==> src/rtl/vendor_pkg.sv <==
// Shared types and constants for the multi-channel vending controller.
// Holds the state enum, coin codes, defaults and the price extractor.
package vendor_pkg;

  typedef enum logic [1:0] {
    IDLE   = 2'd0,
    CREDIT = 2'd1,
    VEND   = 2'd2,
    CHANGE = 2'd3
  } state_e;

  localparam logic [1:0] COIN_LO = 2'b01;
  localparam logic [1:0] COIN_HI = 2'b10;

  localparam int MAX_DRINKS  = 8;
  localparam int PRICE_VEC_W = 128;

  localparam int DEF_NUM_DRINKS  = 2;
  localparam int DEF_CREDIT_W    = 6;
  localparam int DEF_COIN_LO_VAL = 2;
  localparam int DEF_COIN_HI_VAL = 20;
  localparam int DEF_MAX_CREDIT  = 32;
  localparam int DEF_STOCK_W     = 4;
  localparam int DEF_INIT_STOCK  = 5;
  localparam logic [11:0] DEF_PRICES = {6'd10, 6'd5};

  // Channel idx price out of a packed price vector of w-bit fields.
  function automatic logic [15:0] price_at(
    input logic [PRICE_VEC_W-1:0] p,
    input int idx,
    input int w
  );
    logic [15:0] r;
    r = '0;
    for (int b = 0; b < 16; b++)
      if (b < w) r[4'(b)] = p[7'(idx * w + b)];
    return r;
  endfunction

endpackage

==> src/rtl/vendor_stock.sv <==
// Per-channel stock counters with decrement and restock ports.
// Ports: dec_i/dec_sel_i vend, load_i/load_sel_i refill, stock/empty flags.
module vendor_stock
  import vendor_pkg::*;
#(
  parameter int NUM_DRINKS = DEF_NUM_DRINKS,
  parameter int STOCK_W    = DEF_STOCK_W,
  parameter int INIT_STOCK = DEF_INIT_STOCK
) (
  input  logic                          clk_i,
  input  logic                          rst_ni,
  input  logic                          dec_i,
  input  logic [2:0]                    dec_sel_i,
  input  logic                          load_i,
  input  logic [2:0]                    load_sel_i,
  output logic [NUM_DRINKS*STOCK_W-1:0] stock_o,
  output logic [NUM_DRINKS-1:0]         empty_o,
  output logic [NUM_DRINKS-1:0]         empty_nx_o
);

  localparam logic [STOCK_W-1:0] INIT_V = STOCK_W'(INIT_STOCK);

  logic [STOCK_W-1:0] cnt_q [NUM_DRINKS];
  logic [STOCK_W-1:0] cnt_d [NUM_DRINKS];

  // Out-of-range selects match no channel, so they are dropped here.
  always_comb begin
    for (int i = 0; i < NUM_DRINKS; i++) begin
      cnt_d[i] = cnt_q[i];
      if (load_i && load_sel_i == 3'(i))
        cnt_d[i] = INIT_V;
      else if (dec_i && dec_sel_i == 3'(i) && cnt_q[i] != '0)
        cnt_d[i] = cnt_q[i] - 1'b1;
    end
  end

  always_ff @(posedge clk_i or negedge rst_ni) begin
    if (!rst_ni) begin
      for (int i = 0; i < NUM_DRINKS; i++)
        cnt_q[i] <= INIT_V;
    end else begin
      for (int i = 0; i < NUM_DRINKS; i++)
        cnt_q[i] <= cnt_d[i];
    end
  end

  for (genvar g = 0; g < NUM_DRINKS; g++) begin : g_out
    assign stock_o[g*STOCK_W +: STOCK_W] = cnt_q[g];
    assign empty_o[g]    = (cnt_q[g] == '0);
    assign empty_nx_o[g] = (cnt_d[g] == '0);
  end

endmodule

==> src/rtl/vendor_multi.sv <==
// N-channel vending controller: credit FSM, vend/refund, status pulses.
// Strobes in (coin/op/cancel/ack/restock); display, actuator, pulse outs.
module vendor_multi
  import vendor_pkg::*;
#(
  parameter int NUM_DRINKS  = DEF_NUM_DRINKS,
  parameter int CREDIT_W    = DEF_CREDIT_W,
  parameter logic [NUM_DRINKS*CREDIT_W-1:0] PRICES = DEF_PRICES,
  parameter int COIN_LO_VAL = DEF_COIN_LO_VAL,
  parameter int COIN_HI_VAL = DEF_COIN_HI_VAL,
  parameter int MAX_CREDIT  = DEF_MAX_CREDIT,
  parameter int STOCK_W     = DEF_STOCK_W,
  parameter int INIT_STOCK  = DEF_INIT_STOCK
) (
  input  logic                          clk_N,
  input  logic                          reset,
  input  logic                          coin_in,
  input  logic [1:0]                    coin_type,
  input  logic                          op_start,
  input  logic [2:0]                    drink_sel,
  input  logic                          cancel_flag,
  input  logic                          change_ack,
  input  logic                          restock,
  input  logic [2:0]                    restock_sel,
  output logic                          open,
  output logic [1:0]                    moore_state,
  output logic [CREDIT_W-1:0]           credit_val,
  output logic [NUM_DRINKS-1:0]         afford,
  output logic [NUM_DRINKS*STOCK_W-1:0] stock,
  output logic                          dispense,
  output logic [2:0]                    dispense_id,
  output logic                          change_valid,
  output logic [CREDIT_W-1:0]           change_val,
  output logic                          coin_reject,
  output logic                          over_flow,
  output logic                          no_money,
  output logic                          no_num
);

  localparam int CW1 = CREDIT_W + 1;
  localparam logic [CW1-1:0] LO_V  = CW1'(COIN_LO_VAL);
  localparam logic [CW1-1:0] HI_V  = CW1'(COIN_HI_VAL);
  localparam logic [CW1-1:0] MAX_V = CW1'(MAX_CREDIT);

  state_e                state_q, state_d;
  logic [CREDIT_W-1:0]   credit_q, credit_d;
  logic                  open_q;
  logic                  disp_q, disp_d;
  logic [2:0]            disp_id_q, disp_id_d;
  logic                  chg_valid_q, chg_valid_d;
  logic [CREDIT_W-1:0]   chg_val_q, chg_val_d;
  logic                  rej_q, rej_d;
  logic                  ovf_q, ovf_d;
  logic                  nomon_q, nomon_d;
  logic                  nonum_q, nonum_d;
  logic [NUM_DRINKS-1:0] afford_q, afford_d;

  logic [CREDIT_W-1:0]   price_a [MAX_DRINKS];
  logic [MAX_DRINKS-1:0] empty_ext;
  logic [NUM_DRINKS-1:0] empty_w, empty_nx_w;
  logic                  rest_en;
  logic                  coin_ok;
  logic [CW1-1:0]        coin_v;
  logic [CW1-1:0]        sum;
  logic                  sel_ok;

  // Channels past NUM_DRINKS read as empty and free.
  for (genvar g = 0; g < MAX_DRINKS; g++) begin : g_ch
    if (g < NUM_DRINKS) begin : g_v
      assign price_a[g] =
        CREDIT_W'(price_at(PRICE_VEC_W'(PRICES), g, CREDIT_W));
      assign empty_ext[g] = empty_w[g];
    end else begin : g_n
      assign price_a[g]   = '0;
      assign empty_ext[g] = 1'b1;
    end
  end

  assign sel_ok = ({1'b0, drink_sel} < 4'(NUM_DRINKS));

  vendor_stock #(
    .NUM_DRINKS (NUM_DRINKS),
    .STOCK_W    (STOCK_W),
    .INIT_STOCK (INIT_STOCK)
  ) u_stock (
    .clk_i      (clk_N),
    .rst_ni     (reset),
    .dec_i      (state_q == VEND),
    .dec_sel_i  (disp_id_q),
    .load_i     (rest_en),
    .load_sel_i (restock_sel),
    .stock_o    (stock),
    .empty_o    (empty_w),
    .empty_nx_o (empty_nx_w)
  );

  always_comb begin
    state_d     = state_q;
    credit_d    = credit_q;
    disp_d      = 1'b0;
    disp_id_d   = '0;
    chg_valid_d = chg_valid_q;
    chg_val_d   = chg_val_q;
    rej_d       = 1'b0;
    ovf_d       = 1'b0;
    nomon_d     = 1'b0;
    nonum_d     = 1'b0;
    rest_en     = 1'b0;
    coin_ok     = 1'b0;
    coin_v      = '0;
    sum         = '0;
    unique case (state_q)
      IDLE, CREDIT: begin
        rest_en = restock;
        if (coin_in) begin
          case (coin_type)
            COIN_LO: begin coin_ok = 1'b1; coin_v = LO_V; end
            COIN_HI: begin coin_ok = 1'b1; coin_v = HI_V; end
            default: coin_ok = 1'b0;
          endcase
          // One extra bit so the ceiling test cannot wrap.
          sum = {1'b0, credit_q} + coin_v;
          if (!coin_ok) begin
            rej_d = 1'b1;
          end else if (sum > MAX_V) begin
            ovf_d = 1'b1;
            rej_d = 1'b1;
          end else begin
            credit_d = sum[CREDIT_W-1:0];
            state_d  = CREDIT;
          end
        end else if (op_start) begin
          if (!sel_ok || empty_ext[drink_sel]) begin
            nonum_d = 1'b1;
          end else if ({1'b0, credit_q} <
                       {1'b0, price_a[drink_sel]}) begin
            nomon_d = 1'b1;
          end else begin
            state_d   = VEND;
            disp_d    = 1'b1;
            disp_id_d = drink_sel;
          end
        end else if (cancel_flag && credit_q != '0) begin
          state_d     = CHANGE;
          chg_valid_d = 1'b1;
          chg_val_d   = credit_q;
        end
      end
      VEND: begin
        rej_d    = coin_in;
        credit_d = credit_q - price_a[disp_id_q];
        state_d  = (credit_d == '0) ? IDLE : CREDIT;
      end
      CHANGE: begin
        rej_d = coin_in;
        if (change_ack) begin
          credit_d    = '0;
          chg_valid_d = 1'b0;
          chg_val_d   = '0;
          state_d     = IDLE;
        end
      end
      default: state_d = IDLE;
    endcase
  end

  // Registered against next credit/stock so it lines up with credit_val.
  for (genvar g = 0; g < NUM_DRINKS; g++) begin : g_aff
    assign afford_d[g] =
      ({1'b0, credit_d} >= {1'b0, price_a[g]}) && !empty_nx_w[g];
  end

  always_ff @(posedge clk_N or negedge reset) begin
    if (!reset) begin
      state_q     <= IDLE;
      credit_q    <= '0;
      open_q      <= 1'b0;
      disp_q      <= 1'b0;
      disp_id_q   <= '0;
      chg_valid_q <= 1'b0;
      chg_val_q   <= '0;
      rej_q       <= 1'b0;
      ovf_q       <= 1'b0;
      nomon_q     <= 1'b0;
      nonum_q     <= 1'b0;
      afford_q    <= '0;
    end else begin
      state_q     <= state_d;
      credit_q    <= credit_d;
      open_q      <= 1'b1;
      disp_q      <= disp_d;
      disp_id_q   <= disp_id_d;
      chg_valid_q <= chg_valid_d;
      chg_val_q   <= chg_val_d;
      rej_q       <= rej_d;
      ovf_q       <= ovf_d;
      nomon_q     <= nomon_d;
      nonum_q     <= nonum_d;
      afford_q    <= afford_d;
    end
  end

  assign open         = open_q;
  assign moore_state  = state_q;
  assign credit_val   = credit_q;
  assign afford       = afford_q;
  assign dispense     = disp_q;
  assign dispense_id  = disp_id_q;
  assign change_valid = chg_valid_q;
  assign change_val   = chg_val_q;
  assign coin_reject  = rej_q;
  assign over_flow    = ovf_q;
  assign no_money     = nomon_q;
  assign no_num       = nonum_q;

endmodule
==> config.mk <==
export PLATFORM = sky130hd
export DESIGN_NAME = vendor_multi
export DESIGN_NICKNAME = d
export VERILOG_FILES = /design/src/rtl/vendor_pkg.sv /design/src/rtl/vendor_stock.sv /design/src/rtl/vendor_multi.sv
export SDC_FILE = /design/constraint.sdc
export NUM_CORES = 1
export LEC_CHECK = 0
export CORE_AREA = 2 2 67 69
export DETAILED_ROUTE_END_ITERATION = 7
export DIE_AREA = 0 0 69 71
export PLACE_DENSITY_LB_ADDON = 0.15
export SLEW_MARGIN = 0
export SYNTH_ARGS = -nofsm -noshare
export SYNTH_HDL_FRONTEND = slang
export SYNTH_SLANG_ARGS = --single-unit
==> constraint.sdc <==
create_clock -name clk_N -period 8.7 [get_ports clk_N]
set_input_delay 2.61 -clock clk_N [delete_from_list [all_inputs] [get_ports clk_N]]
set_output_delay 2.61 -clock clk_N [all_outputs]
set_load 0.03 [all_outputs]
==> results.toml, run 1 <==
[synth]
synth_edf_count = 0
synth-main-ff-cell = "dfrtp_1"
synth_warnings = 0
synth_top_area_share_pct = 33.9
synth_cell_types = 56
seq_area_frac_synth_pct = 38.7
synthTopCellsByArea = "dfrtp_1 34%, ha_1 7.9%, nand2_1 5.3%"
yosys.area.top_type = "dfrtp_1"
syn_area_sq_um = 2210
ys_ff_latch = 34
syn_avg_cell_area_sq_um = 8.99
syn-instance-count = 246
synthArstFlopShare_pct = 100

[clock_tree]
htree_levels = 2
cts_resized = 0
clk_pin_slew_worst_paths_ps = 70
numClockSinks = 34
insertion_delay_ps = 290
cts_setup_buffers = 0
cts_tree = "built"
cts_made_buffers = 5
root_buffer = "clkbuf_8"
clockBufferDepth = 2
hold_buffers = 0

[detailed_routing]
drc = 0
via_per_inst = 5.79
drtIter0Drc = 181
routedWlPerCell_microns = 15.8
postRouteAntennaNets = 0
num_vias = 2021
wl_microns = 5510
drt_pre_antenna_iters = 4

[floorplan]
rows = 24
die_h_microns = 71
initial_core_util_pct = 52.6
die_width_microns = 69
core_area_sq_um = 4200
die_area_sq_um = 4900
pin_count = 49

[layout]
instances_no_fill = 349
num_antenna_cells = 0
syn2layout_area_growth_pct = 27.8
nNetsFinal = 326
drive_above_1_share_pct = 7.07

[critical_path]
cp.arrival_ps = 5820
regToRegSetupSlack_ps = 5500
reg2reg_depth = 10
cp_max_fo = 8
startpoint_type = "input pin"
crit_start = "coin_type[0]"
r2r-end = "afford[0]$_DFF_PN0_"
endpoint_kind = "flop"
cp_data_required_time_ps = 8860
crit-reg2reg-launch = "credit_val[2]$_DFF_PN0_"
crit_type = "input pin to flop"

[sta]
hold_viol_final = 0
rsz0062_at_grt = "no"
period_share_pct = 65.0
clock_skew_ps = 8.10
setup_tns_ps = 0
slew_violations = 0
tightest_slew_ps = 816
slew_headroom_pct = 45.4
fmax_mhz = 177
finalSetupViolCount = 0
period_needed_ps = 5660

[hold_path]
holdPathStages = 2
hp-class = "flop to flop"
hold_start = "change_val[2]$_DFFE_PN0P_"
whs_endpoint = "change_val[2]$_DFFE_PN0P_"

[pwr]
power_density_nw_per_um2 = 329
power.internal_mw = 0.495
switching_share_pct = 46.7
power.switching_mw = 0.433
p_leak_nw = 1.18
p_seq_share_pct = 32.0
ir_drop_mv = 0.213
combPwrFrac_pct = 54.8
clock_power_share_pct = 13.2

[global_route]
grt_overflow = 0
grt_max_degree = 35
grt_pass1_wl_microns = 9380
grt_pass1_vias = 2052
track_usage_pct = 23.9
antenna_found_initial = 0

[placement]
hpwl_microns = 4080
dp.cells = 341
io_buffers = 48
gp_congestion = 0.909

[outcome]
outcome = "complete, no violations"

[run]
drv_cap = 0
-- power groups by stage --
stage                     registers (mW)  clock network, mW  logic [mW]
final                              0.297              0.123       0.509
after global routing               0.306              0.133       0.557
after CTS                          0.295              0.125       0.510
after detailed placement           0.297                  0       0.506
after global placement             0.296                  0       0.495
after floorplan                    0.354                  0       0.275
-- how the worst max path moves through the flow --
| stage | endpoint | slack [ps] |
|---|---|---|
| 2_1_floorplan | afford[1]$_DFF_PN0_ | 3500 |
| 3_3_place_gp | afford[1]$_DFF_PN0_ | 2840 |
| 3_5_place_dp | afford[0]$_DFF_PN0_ | 2770 |
| 4_1_cts | afford[0]$_DFF_PN0_ | 3060 |
| 5_1_grt | afford[1]$_DFF_PN0_ | 2870 |
| 6_report | afford[0]$_DFF_PN0_ | 3040 |
-- metrics by stage --
step	setup slack [ps]	hold WS [ps]	utilization (%)	power (mW)	area, sq um
2_1_floorplan	3500	580	-	0.629	2220
3_3_place_gp	2840	461	65.0	0.791	2730
3_5_place_dp	2770	473	65.0	0.803	2730
4_1_cts	3060	490	67.2	0.929	2830
5_1_grt	2870	522	67.2	0.995	2830
6_report	3040	482	67.2	0.929	2830
-- worst max-delay path: stages --
cell and delay, ps:
clkdlybuf4s50_1 490, inv_1 60, ha_1 290, xor2_1 190
ha_1 260, nor2b_1 140, o211a_1 260, o21ai_0 310
a2bb2oi_2 130, or3_1 380, a221o_1 390, nor3_2 210
a21oi_1 90
-- cells in the mapped netlist, types with 2 or more instances --
| library cell | instances |
|---|---|
| a21boi_0 | 2 |
| nor2_1 | 17 |
| o22ai_1 | 2 |
| nand3_1 | 4 |
| nand4b_1 | 4 |
| or4_1 | 2 |
| dfstp_2 | 4 |
| nor4_1 | 3 |
| o21a_1 | 4 |
| a41oi_1 | 2 |
| dfrtp_1 | 30 |
| or3_1 | 5 |
| ha_1 | 14 |
| nand2_1 | 31 |
| inv_1 | 14 |
| o21ai_0 | 19 |
| mux2i_1 | 2 |
| a21oi_1 | 10 |
| a311oi_1 | 2 |
| and2_1 | 5 |
| nor3_1 | 7 |
| nand2b_1 | 3 |
| xnor2_1 | 8 |
| nor3b_1 | 4 |
| o31ai_1 | 3 |
| a22oi_1 | 2 |
| clkbuf_1 | 5 |
| conb_1 | 2 |
| nor2b_1 | 6 |
| a2bb2oi_1 | 2 |
| a31oi_1 | 3 |
-- cell usage in the layout (no fill, tap or decap), drive strengths merged, types with 4 or more instances in the layout --
| cell type | instances |
|---|---|
| nor2b | 6 |
| or3 | 5 |
| ha | 14 |
| nand3 | 4 |
| clkdlybuf4s50 | 48 |
| o21ai | 19 |
| inv | 14 |
| nor3b | 4 |
| xnor2 | 8 |
| dfstp | 4 |
| nor2 | 17 |
| nor3 | 8 |
| nand4b | 4 |
| nand2 | 31 |
| and2 | 6 |
| dfrtp | 30 |
| a21oi | 11 |
| o21a | 4 |
| nor4 | 4 |
| clkbuf | 6 |
-- kinds of logic (layout without fill, tap and decap cells) --
family                     after synthesis  count (layout)  share of synthesized area, %
and+or+nand+nor                         99              99                          23.8
other                                    2               3                         0.339
xor gates and xnor gates                 9               9                          3.56
muxes                                    2               2                         0.905
adders and majority gates               15              15                          8.82
DFF                                     34              34                          38.7
buffers and inverters                   21              71                          4.07
AOI/OAI and AO/OA                       64              64                          19.9
-- sequential cells by signal, indices dropped and copies added, names as in the netlist, 2 cells and up --
| register | count |
|---|---|
| afford | 2 |
| credit_val | 6 |
| moore_state | 2 |
| dispense_id | 3 |
| u_stock.stock_o | 8 |
| change_val | 6 |
-- per-layer routing --
metal	routed length (microns)	GRT usage [%]
met1	2470	30.3
met2	2680	40.5
met3	218	3.70
met4	129	10.7
met5	0	0
-- cell type report --
type	count	area (sq um)
clock buffers	6	82.6
repair buffers	49	488
multi-input cells	192	1270
fillers	365	1380
flip-flops and latches	34	856
inverters	14	52.6
well taps	52	65.1
clock inverters	2	12.5
Note: power is estimated with default switching activity, not from simulation.
==> run 2, diff against run 1 <==
--- a/config.mk
+++ b/config.mk
@@ -5,9 +5,9 @@
 export SDC_FILE = /design/constraint.sdc
 export NUM_CORES = 1
 export LEC_CHECK = 0
-export CORE_AREA = 2 2 67 69
+export CORE_AREA = 2 2 73 75
 export DETAILED_ROUTE_END_ITERATION = 7
-export DIE_AREA = 0 0 69 71
+export DIE_AREA = 0 0 75 77
 export PLACE_DENSITY_LB_ADDON = 0.15
 export SLEW_MARGIN = 0
 export SYNTH_ARGS = -nofsm -noshare
==> constraint.sdc (replaced) <==
create_clock -name clk_N -period 5.1 [get_ports clk_N]
set_input_delay 1.53 -clock clk_N [delete_from_list [all_inputs] [get_ports clk_N]]
set_output_delay 1.53 -clock clk_N [all_outputs]
set_load 0.03 [all_outputs]
==> results.toml, run 2 (synthesis gave the netlist of run 1 again) <==
[pwr]
p_seq_share_pct = 31.9
clock_power_share_pct = 13.5
ir_drop_mv = 0.321
power.switching_mw = 0.740
power.internal_mw = 0.846
combPwrFrac_pct = 54.7
switching_share_pct = 46.6
power_density_nw_per_um2 = 557
p_leak_nw = 1.18

[sta]
fin_ws_ps = 515
clock_skew_ps = 7.60
hold_viol_final = 0
period_needed_ps = 4580
period_share_pct = 89.9
slew_headroom_pct = 44.8
rsz0062_at_grt = "no"
fmax_mhz = 218
finalSetupViolCount = 0
slew_violations = 0
hold_ws_ps = 479
tightest_slew_ps = 825
setup_tns_ps = 0

[clock_tree]
clockBufferDepth = 2
cts_setup_buffers = 0
root_buffer = "clkbuf_8"
numClockSinks = 34
clk_pin_slew_worst_paths_ps = 70
cts_tree = "built"
cts_made_buffers = 5
cts_resized = 0
insertion_delay_ps = 290
hold_buffers = 0
htree_levels = 2

[critical_path]
cp_data_required_time_ps = 5270
reg2reg_depth = 10
startpoint_type = "input pin"
crit_top_cell = "ha_1"
worstPathCellList = "clkdlybuf4s50_1 -> inv_1 -> ha_1 -> xor2_1 -> ha_1 -> nor2b_1 -> o211a_1 -> o21ai_0 -> a2bb2oi_2 -> or3_1 -> a221o_1 -> nor3_2 -> a21oi_1"
cp.arrival_ps = 4750
r2r-end = "afford[0]$_DFF_PN0_"
crit-reg2reg-launch = "credit_val[2]$_DFF_PN0_"
cp_top_family = "compound AO/OA/AOI/OAI gates"
critical_path.max_stage_delay_ps = 490
cpMaxStageDelayCell = "clkdlybuf4s50_1"
endpoint_kind = "flop"
cp.depth = 13
crit_type = "input pin to flop"
crit_buf_inv = 2
regToRegSetupSlack_ps = 1880
crit_start = "coin_type[0]"
worstSetupEndpoint = "afford[0]$_DFF_PN0_"
cp_max_fo = 8

[detailed_routing]
via_per_inst = 5.53
routedWlPerCell_microns = 15.3
drtIter0Drc = 143
postRouteAntennaNets = 0
drc = 0
drt_pre_antenna_iters = 5
num_vias = 2030
wl_microns = 5600

[layout]
fillers = 460
drive_above_1_share_pct = 7.07
syn2layout_area_growth_pct = 28.8
multiInputGateArea_sq_um = 1270
largest_reg_flops = 8
nNetsFinal = 326
register_area_sq_um = 856
final_common_cell = "clkdlybuf4s50_1"
instances_no_fill = 367
final_cell_mix = "48 x clkdlybuf4s50_1, 31 x nand2_1, 30 x dfrtp_1"
num_antenna_cells = 0

[global_route]
antenna_found_initial = 0
grt_pass1_wl_microns = 9090
grt_overflow = 0
track_usage_pct = 20.7
grt_max_degree = 35
grt_pass1_vias = 1889

[floorplan]
initial_core_util_pct = 44.4
die_h_microns = 77
rows = 26
core_area_sq_um = 4980
die_area_sq_um = 5780
pin_count = 49
die_width_microns = 75

[hold_path]
hp-class = "flop to flop"

[placement]
gp_congestion = 0.855
hpwl_microns = 4090
io_buffers = 48
place_ws_ps = 236
dp.cells = 359

[outcome]
outcome = "complete, no violations"

[run]
drv_cap = 0
run 2: cell counts in the layout (fill, tap and decap cells not counted):
No cell type changed its count.
run 2: layout make-up:
cell class	instances	area share [%]
tap	70	3.07
timing repair buffer	49	17.1
clock buffer	6	2.90
multi-input combinational	192	44.6
clock inverter	2	0.439
inverter	14	1.84
sequential	34	30.0
run 2: worst min-delay path by stage:
stage	startpoint	cells after the start	endpoint	slack [ps]
3_3_place_gp	change_val[3]$_DFFE_PN0P_	2	change_val[3]$_DFFE_PN0P_	460
3_5_place_dp	change_val[5]$_DFFE_PN0P_	2	change_val[5]$_DFFE_PN0P_	470
4_1_cts	change_val[5]$_DFFE_PN0P_	2	change_val[5]$_DFFE_PN0P_	490
5_1_grt	change_val[4]$_DFFE_PN0P_	2	change_val[4]$_DFFE_PN0P_	520
6_report	change_val[5]$_DFFE_PN0P_	2	change_val[5]$_DFFE_PN0P_	480
2_1_floorplan	u_stock.stock_o[2]$_DFF_PN1_	2	u_stock.stock_o[2]$_DFF_PN1_	580
run 2: power by group through the flow:
stage / clock, mW / sequential, mW / combinational, mW
finish: 0.213 / 0.505 / 0.867
global route: 0.229 / 0.520 / 0.948
CTS: 0.219 / 0.502 / 0.867
detailed placement: 0 / 0.506 / 0.862
global placement: 0 / 0.507 / 0.849
floorplan: 0 / 0.604 / 0.469
run 2: through the flow:
step | area (sq um) | util, % | power (mW)
floorplan | 2220 | - | 1.07
global placement | 2750 | 55.3 | 1.36
detailed placement | 2750 | 55.3 | 1.37
CTS | 2850 | 57.2 | 1.59
global route | 2850 | 57.2 | 1.70
finish | 2850 | 57.2 | 1.59
run 2: metal layers:
layer  part of all wire, %  wire [microns]  track usage (%)  vias up
met5                     0               0                0        -
met4                   2.0             112             6.96        0
met3                   6.4             357             3.94       11
met2                    49            2720             33.4       74
met1                    43            2410             27.5      953
li1                      -               -                -      992
run 2: worst reg2reg max path, cell delays in order, from the launching register on:
cell and delay (ps):
dfrtp_1 740, xor2_1 210, ha_1 250, a21oi_4 50
xnor2_1 140, or4_4 440, a2bb2oi_2 170, or3_1 390
a221o_1 400, nor3_2 220, a21oi_1 90
